===== config.mk =====
export PLATFORM = sky130hd
export DESIGN_NAME = uart_tx_ctrl
export DESIGN_NICKNAME = d
export VERILOG_FILES = /design/src/rtl/uart_pkg.sv /design/src/rtl/uart_baud_cnt.sv /design/src/rtl/uart_tx_ctrl.sv
export SDC_FILE = /design/constraint.sdc
export NUM_CORES = 1
export LEC_CHECK = 0
export ABC_CLOCK_PERIOD_IN_PS = 2500
export BUFFER_PORTS_ARGS = -buffer_cell sky130_fd_sc_hd__buf_2
export CORE_UTILIZATION = 51
export DETAILED_ROUTE_END_ITERATION = 7
export PLACE_DENSITY = 0.85
export SETUP_SLACK_MARGIN = 0.02
export SYNTH_ARGS = -nofsm -noshare
export SYNTH_HDL_FRONTEND = slang
export SYNTH_SLANG_ARGS = --single-unit

===== constraint.sdc =====
create_clock -name CLK -period 2.5 [get_ports CLK]
set_clock_uncertainty 0.15 [all_clocks]
set_input_delay 0.125 -clock CLK [delete_from_list [all_inputs] [get_ports CLK]]
set_output_delay 0.125 -clock CLK [all_outputs]
set_load 0.005 [all_outputs]

===== src/rtl/uart_pkg.sv =====
`default_nettype none
// ============================================================================
// uart_pkg : shared state encoding, line levels and parity helpers for UART TX
// Rev 1.0
// ============================================================================
package uart_pkg;

  typedef enum logic [2:0] {
    ST_IDLE   = 3'd0,
    ST_START  = 3'd1,
    ST_DATA   = 3'd2,
    ST_PARITY = 3'd3,
    ST_STOP   = 3'd4
  } tx_state_e;

  localparam logic LINE_IDLE  = 1'b1;
  localparam logic LINE_START = 1'b0;
  localparam logic LINE_STOP  = 1'b1;

  localparam logic PAR_EVEN = 1'b0;
  localparam logic PAR_ODD  = 1'b1;

  localparam int MAX_DATA_W = 9;

  // Zero-extension to MAX_DATA_W leaves the XOR reduction unchanged.
  function automatic logic parity_bit(input logic [MAX_DATA_W-1:0] d, input logic typ);
    return (^d) ^ (typ == PAR_ODD);
  endfunction

endpackage
`default_nettype wire


===== src/rtl/uart_baud_cnt.sv =====
`default_nettype none
// ============================================================================
// uart_baud_cnt : bit-period counter, one-cycle bit_tick every PERIOD cycles
// Rev 1.0
// ============================================================================
module uart_baud_cnt
  import uart_pkg::*;
#(
  parameter int PRESC_W = 8
) (
  input  logic               clk,
  input  logic               rst,
  input  logic               clr,
  input  logic               en,
  input  logic [PRESC_W-1:0] period,
  output logic               bit_tick
);

  logic [PRESC_W-1:0] cnt_q;
  logic [PRESC_W-1:0] cnt_d;

  // period is never zero while en is high; the caller clamps it at latch time.
  assign bit_tick = en && (cnt_q == (period - 1'b1));

  always_comb begin
    cnt_d = cnt_q;
    if (clr) begin
      cnt_d = '0;
    end else if (en) begin
      cnt_d = bit_tick ? '0 : cnt_q + 1'b1;
    end
  end

  always_ff @(posedge clk) begin
    if (rst) begin
      cnt_q <= '0;
    end else begin
      cnt_q <= cnt_d;
    end
  end

endmodule
`default_nettype wire


===== src/rtl/uart_tx_ctrl.sv =====
`default_nettype none
// ============================================================================
// uart_tx_ctrl : UART frame sequencer (start, data LSB-first, parity, stop)
// Rev 1.0
// ============================================================================
module uart_tx_ctrl
  import uart_pkg::*;
#(
  parameter int IN_width = 8,
  parameter int PRESC_W  = 8
) (
  input  logic                CLK,
  input  logic                RST,
  input  logic [IN_width-1:0] P_DATA,
  input  logic                DATA_valid,
  input  logic                PAR_EN,
  input  logic                PAR_TYP,
  input  logic                STOP2,
  input  logic [PRESC_W-1:0]  PRESCALE,
  output logic                TX_OUT,
  output logic                busy,
  output logic                tx_done
);

  localparam int IDX_W = $clog2(IN_width) + 1;
  localparam logic [IDX_W-1:0] LAST_IDX = IDX_W'(IN_width - 1);

  tx_state_e           state_q, state_d;
  logic                tx_q, tx_d;
  logic                busy_q, busy_d;
  logic                tx_done_q, tx_done_d;
  logic [IN_width-1:0] sh_q, sh_d;
  logic                par_q, par_d;
  logic                par_en_q, par_en_d;
  logic                stop2_q, stop2_d;
  logic [PRESC_W-1:0]  period_q, period_d;
  logic [IDX_W-1:0]    idx_q, idx_d;

  logic                  accept;
  logic                  bit_tick;
  logic [MAX_DATA_W-1:0] word_ext;

  always_comb begin
    word_ext = '0;
    word_ext[IN_width-1:0] = P_DATA;
  end

  uart_baud_cnt #(
    .PRESC_W (PRESC_W)
  ) u_baud (
    .clk      (CLK),
    .rst      (RST),
    .clr      (accept),
    .en       (busy_q),
    .period   (period_q),
    .bit_tick (bit_tick)
  );

  always_comb begin
    state_d   = state_q;
    tx_d      = tx_q;
    busy_d    = busy_q;
    tx_done_d = 1'b0;
    sh_d      = sh_q;
    par_d     = par_q;
    par_en_d  = par_en_q;
    stop2_d   = stop2_q;
    period_d  = period_q;
    idx_d     = idx_q;
    accept    = 1'b0;

    case (state_q)
      ST_IDLE: begin
        tx_d   = LINE_IDLE;
        busy_d = 1'b0;
        if (DATA_valid) begin
          accept   = 1'b1;
          state_d  = ST_START;
          tx_d     = LINE_START;
          busy_d   = 1'b1;
          sh_d     = P_DATA;
          par_d    = parity_bit(word_ext, PAR_TYP);
          par_en_d = PAR_EN;
          stop2_d  = STOP2;
          period_d = (PRESCALE == '0) ? PRESC_W'(1) : PRESCALE;
          idx_d    = '0;
        end
      end
      ST_START: begin
        if (bit_tick) begin
          state_d = ST_DATA;
          tx_d    = sh_q[0];
          sh_d    = sh_q >> 1;
          idx_d   = '0;
        end
      end
      ST_DATA: begin
        if (bit_tick) begin
          if (idx_q == LAST_IDX) begin
            idx_d = '0;
            if (par_en_q) begin
              state_d = ST_PARITY;
              tx_d    = par_q;
            end else begin
              state_d = ST_STOP;
              tx_d    = LINE_STOP;
            end
          end else begin
            idx_d = idx_q + 1'b1;
            tx_d  = sh_q[0];
            sh_d  = sh_q >> 1;
          end
        end
      end
      ST_PARITY: begin
        if (bit_tick) begin
          state_d = ST_STOP;
          tx_d    = LINE_STOP;
          idx_d   = '0;
        end
      end
      ST_STOP: begin
        // idx counts completed stop bits when two are requested.
        if (bit_tick) begin
          if (stop2_q && (idx_q == '0)) begin
            idx_d = IDX_W'(1);
          end else begin
            state_d   = ST_IDLE;
            tx_d      = LINE_IDLE;
            busy_d    = 1'b0;
            tx_done_d = 1'b1;
            idx_d     = '0;
          end
        end
      end
      default: begin
        state_d = ST_IDLE;
        tx_d    = LINE_IDLE;
        busy_d  = 1'b0;
      end
    endcase
  end

  always_ff @(posedge CLK) begin
    if (RST) begin
      state_q   <= ST_IDLE;
      tx_q      <= LINE_IDLE;
      busy_q    <= 1'b0;
      tx_done_q <= 1'b0;
      sh_q      <= '0;
      par_q     <= 1'b0;
      par_en_q  <= 1'b0;
      stop2_q   <= 1'b0;
      period_q  <= '0;
      idx_q     <= '0;
    end else begin
      state_q   <= state_d;
      tx_q      <= tx_d;
      busy_q    <= busy_d;
      tx_done_q <= tx_done_d;
      sh_q      <= sh_d;
      par_q     <= par_d;
      par_en_q  <= par_en_d;
      stop2_q   <= stop2_d;
      period_q  <= period_d;
      idx_q     <= idx_d;
    end
  end

  assign TX_OUT  = tx_q;
  assign busy    = busy_q;
  assign tx_done = tx_done_q;

endmodule
`default_nettype wire


## Word level (Yosys, flattened, before mapping)

Cells that the tools add are included.

| cells by class | value |
|---|---|
| add/sub/neg operators | 3 |
| multiply operators | 0 |
| div/mod/pow operators | 0 |
| $lt $le $gt $ge | 0 |
| equal/unequal tests | 15 |
| shifts and indexed selects | 0 |
| mux-type cells | 38 |
| bitwise logic cells | 4 |
| reduce and logical (&&, ||, !) cells | 18 |

Operators by type and width:

| operator | count |
|---|---|
| $mux W8 | 6 |
| $mux W3 | 8 |
| $pmux W8 S3 | 1 |
| $mux W4 | 5 |
| $pmux W4 S4 | 1 |
| $pmux W3 S5 | 1 |
| $reduce_and A5 Y1 | 3 |
| $mux W1 | 14 |
| $ne A2 B1 Y1 const B | 5 |
| $reduce_xor A9 Y1 | 1 |
| $add A8 B1 Y8 const B | 1 |
| $eq A8 B8 Y1 | 1 |
| $logic_not A8 Y1 | 1 |
| $ne A2 B2 Y1 const B | 4 |
| $sub A8 B1 Y8 const B | 1 |
| $reduce_and A7 Y1 | 1 |
| $eq A3 B2 Y1 const B | 2 |
| $reduce_or A3 Y1 | 2 |
| $pmux W1 S5 | 1 |
| $add A4 B1 Y4 const B | 1 |
| $eq A4 B3 Y1 const B | 1 |
| $logic_not A4 Y1 | 1 |
| $reduce_bool A4 Y1 | 1 |
| $reduce_or A2 Y1 | 2 |
| other kinds (10) | 13 |

| storage, ports and cells | value |
|---|---|
| bits in registers | 37 |
| bits in latches | 0 |
| RAM bits | 0 |
| bits in read-only memories | 0 |
| input port bits | 22 |
| output and inout bits | 3 |
| logic and storage cells | 89 |
| memories kept | 0 |

## Logic depth before layout (Yosys ltp)

| depth | value |
|---|---|
| depth after elaboration | 5 |
| mapped depth | 10 |
| gate-level depth less buffers | 9 |

## Modules after synthesis

Synthesis repeated with hierarchy kept, for this count alone.

| second synthesis, totals | value |
|---|---|
| cell total of the unflattened synthesis | 254 |
| area total of the unflattened synthesis | 2179.6 µm² |

By module, submodules not included:

| module | times used | cells each | area an instance (µm²) | sequential area each (µm²) |
|---|---|---|---|---|
| uart_tx_ctrl | 1 | 182 | 1557.7 | 580.6 |
| uart_baud_cnt | 1 | 72 | 621.8 | 160.2 |

## Worst setup path after synthesis

Ideal clock, no wire load.

| timing | value |
|---|---|
| path kind | reg2reg |
| start | register period_q[0] |
| end | register sh_q[3] |
| library setup time | 79 ps |
| arrival | 2257 ps |
| data required time | 2271 ps |
| slack | 13 ps |
| stages on the path, launching flop included | 11 |
| buffers on the path | 1 |
| period minus slack after synthesis | 2487 ps |
| cell sequence | dfxtp_1 -> inv_1 -> ha_1 -> nor3b_1 -> xnor2_1 -> nand4_1 -> or4_4 -> o31ai_4 -> buf_6 -> nor2_1 -> a211oi_2 |

| between the ends | value |
|---|---|
| cells in the longest elaborated chain, start to end | 5 |
| elaborated cells on any way between the ends | 6 |
| those cells by class | add/sub: 1; eq/ne: 3; reduce/logical: 2 |

RTL lines:

| what | line | text |
|---|---|---|
| from (decl) | uart_tx_ctrl.sv:36 | `logic [PRESC_W-1:0] period_q, period_d;` |
| from (signal assigned) | uart_tx_ctrl.sv:165 | `period_q <= period_d;` |
| $sub A8 B1 Y8 * | uart_baud_cnt.sv:23 | `assign bit_tick = en && (cnt_q == (period - 1'b1));` |
| $eq A8 B8 Y1 * | uart_baud_cnt.sv:23 |  |
| $logic_and A1 B1 Y1 * | uart_baud_cnt.sv:23 |  |
| $ne A2 B1 Y1 (no line) | - |  |
| $reduce_and A5 Y1 (no line) * | - |  |
| to (signal assigned) | uart_tx_ctrl.sv:150 | `sh_q <= '0;` |
| to (signal assigned) | uart_tx_ctrl.sv:161 | `sh_q <= sh_d;` |
| to (decl) | uart_tx_ctrl.sv:32 | `logic [IN_width-1:0] sh_q, sh_d;` |

Mark *: on every way between the ends. The rest lies on a longest branch, timed or not.
A chain may end at the register's enable or synchronous reset.

## Worst setup path after layout

| timing | value |
|---|---|
| start | register period_q[3] |
| end | register sh_q[3] |

Same word-level chain as after synthesis.

==> metrics <==
outcome=finished, violations left; failing checks=setup timing; required time worst endpoint=2510 ps; Worst-path clk slew=70 ps; Initial Util=55.1%; final antenna-violating net count=0; placed insts=325; Comb pwr share=27.8%; Tcrit/Tclk final=102%; Seq/Total Area, Yosys=35.4%; Cell Area, Synth=0.00209 mm2; Die X=66.1 um; Commonest cells post-synth=37 x dfxtp_1, 28 x nand2_1, 23 x nor2_1; final WL=5350 um; die area=0.00436 mm2; Core ar.=0.00380 mm2; crit-path max cell delay=440 ps; sequential group share of total power=44.2%; RSZ-0062 raised after global routing=true; share of cells above drive strength 1=26.1%; Yosys top cell area share=35.4%; setup TNS=-484 ps; Core Rows=22; final net count=324; top-count cell post-synth=dfxtp_1; Pwr Density=545 mW/mm2; Top FF cell, synth=dfxtp_1; syn nets=277; Final Hold Viols=0; CP arrival=2570 ps; fillcell total=267; detailed-router iteration count before antenna repair=4; Post-synth EDFFs=0; relative max-transition margin=58.0%; FF+latch area=742 um2; Synth warnings=0; IO Count=25; Hold Crit Class=primary input to register; drt initial violations=118; gpl congestion=0.847; number of port buffers=24; GRT Resource Usage Total=25.3%; pin count of the biggest net entering global routing=36; crit end category=register; Worst-Margin Slew=630 ps; antenna violations before repair=0; slowest stage cell on the critical path=or3_4; first-pass GRT wire length=8500 um; maximum clock rate=391 MHz; WHS=23.0 ps; Unique masters post-synth=46; Synth Register Bits=37; worst vdd ir=0.363 mV; Max-Cap Viols=0; drt drc=0; vias in the first global route=1883; switch share=31.2%; crit path cell chain=or3_4 > o31a_1 > nor4bb_4 > nor3_4 > o31ai_4 > buf_4 > clkbuf_16 > a211oi_2; CTS buffer count=5; final non-filler cell total=347; most area-hungry cell type in the Yosys netlist=dfxtp_1; diode count=0; clock share of power=28.0%; clk_lat worst skew=300 ps; clk buf depth=2; Die H=66.1 um; top post-synthesis cells by area=dfxtp_1 35%, xnor2_1 7.5%, nand2_1 5.0%; Syn Inst Count=251; Net Sw Power=0.462 mW; area occupied by multi-input gates=0.00142 mm2; Clk Tree Root Cell=clkbuf_8; synthesized area per cell=8.34 um2; min Tclk post-route=2560 ps; final setup margin=-57.4 ps; DP HPWL=3160 um; CP Class=register to register; static leakage=1.03 nW; pre-CTS setup slack=-155 ps; Crit Path Max Fanout=7; Routed wire per std cell=15.4 um; clock sink count=37; CTS tree=yes; Overflow after GRT=0; Via Count=2007; routed vias/inst=5.78; Slew Limit Fails=0; Area growth, synth to finish=30.0%; asr flop ratio synth=0%; H-tree Lvls=2; CP Launch Type=register; Pint=1.02 mW; final setup violating endpoints=11
-- registers in the layout (all words and copies together) (netlist names) --
signal	cells
period_q	8
sh_q	8
u_baud.cnt_q	8
idx_q	4
state_q	3
TX_OUT	1
busy	1
par_en_q	1
par_q	1
stop2_q	1
tx_done	1
-- layout make-up --
| cell class | count | share of cell area [%] |
|---|---|---|
| clock inverters | 3 | 0.644 |
| inverters | 9 | 1.24 |
| repair buffers | 51 | 14.0 |
| multi-input cells | 194 | 52.1 |
| well taps | 48 | 2.21 |
| flip-flops and latches | 37 | 27.3 |
| clock buffers | 5 | 2.53 |
-- what timing repair did --
action                     4_1_cts  5_1_grt
hold buffers                    10        0
setup endpoints to repair       14       26
pin swaps                        2        6
cloned                           0        2
setup buffers                    0        2
resized for setup                6       25
hold endpoints to repair        10        0
-- layout by cell type, fill, tap and decap left out, drive strengths merged, types with 6 or more instances in the layout --
cell type | synthesis | final
o21ai | 8 | 8
inv | 9 | 9
buf | 2 | 40
nand3 | 9 | 9
nand2 | 28 | 28
a211oi | 9 | 9
dfxtp | 37 | 37
nor2 | 23 | 23
xnor2 | 18 | 18
a21oi | 18 | 18
clkbuf | 10 | 6
xor2 | 9 | 9
mux2i | 8 | 8
nand2b | 6 | 6
nor3 | 10 | 10
dlygate4sd3 | 0 | 10
-- critical path: cells and delay by family, from the launching register on --
family	cells	cell delay, ps
buffers and inverters	2	330
AND/OR/NAND/NOR	3	890
AO/OA/AOI/OAI	3	740
flip-flops	1	310
-- power by group through the flow --
stage          Sequential, mW  Combinational, mW  Clock [mW]
2_1_floorplan           0.660              0.228           0
3_3_place_gp            0.663              0.313           0
3_5_place_dp            0.664              0.319           0
4_1_cts                 0.651              0.342       0.418
5_1_grt                 0.660              0.446       0.441
6_report                0.655              0.413       0.415
-- path summary, 6_finish.rpt --
path / start / end / slack, ps / depth (start not counted)
hold reg to reg: stop2_q / stop2_q / 320 / 2
setup / recovery: period_q[3] / sh_q[3] / -60 / 8
hold / removal: P_DATA[6] / sh_q[6] / 20 / 3
setup reg to reg: period_q[3] / sh_q[3] / -60 / 8
-- metrics by stage --
step | power [mW] | instance area, um2 | util, %
global route | 1.55 | 2720 | 71.6
finish | 1.48 | 2720 | 71.6
CTS | 1.41 | 2550 | 67.2
floorplan | 0.888 | 2090 | -
global placement | 0.976 | 2340 | 61.5
detailed placement | 0.984 | 2340 | 61.5
-- routing by layer --
metal	vias to the layer above	part of all wire, %	track usage (%)
li1	977	-	-
met1	944	45	32.6
met2	73	47	41.7
met3	13	5.2	3.45
met4	0	2.3	11.7
met5	-	0	0
-- cells by family after synthesis --
kind of cell,after synthesis,synth area share [%]
AOI/OAI and AO/OA,52,17.2
xor gates and xnor gates,27,11.3
adders and majority gates,4,2.39
buffers and inverters,21,4.48
DFF,37,35.4
muxes,8,3.83
and+or+nand+nor,102,25.4
Note: power is estimated with default switching activity, not from simulation.
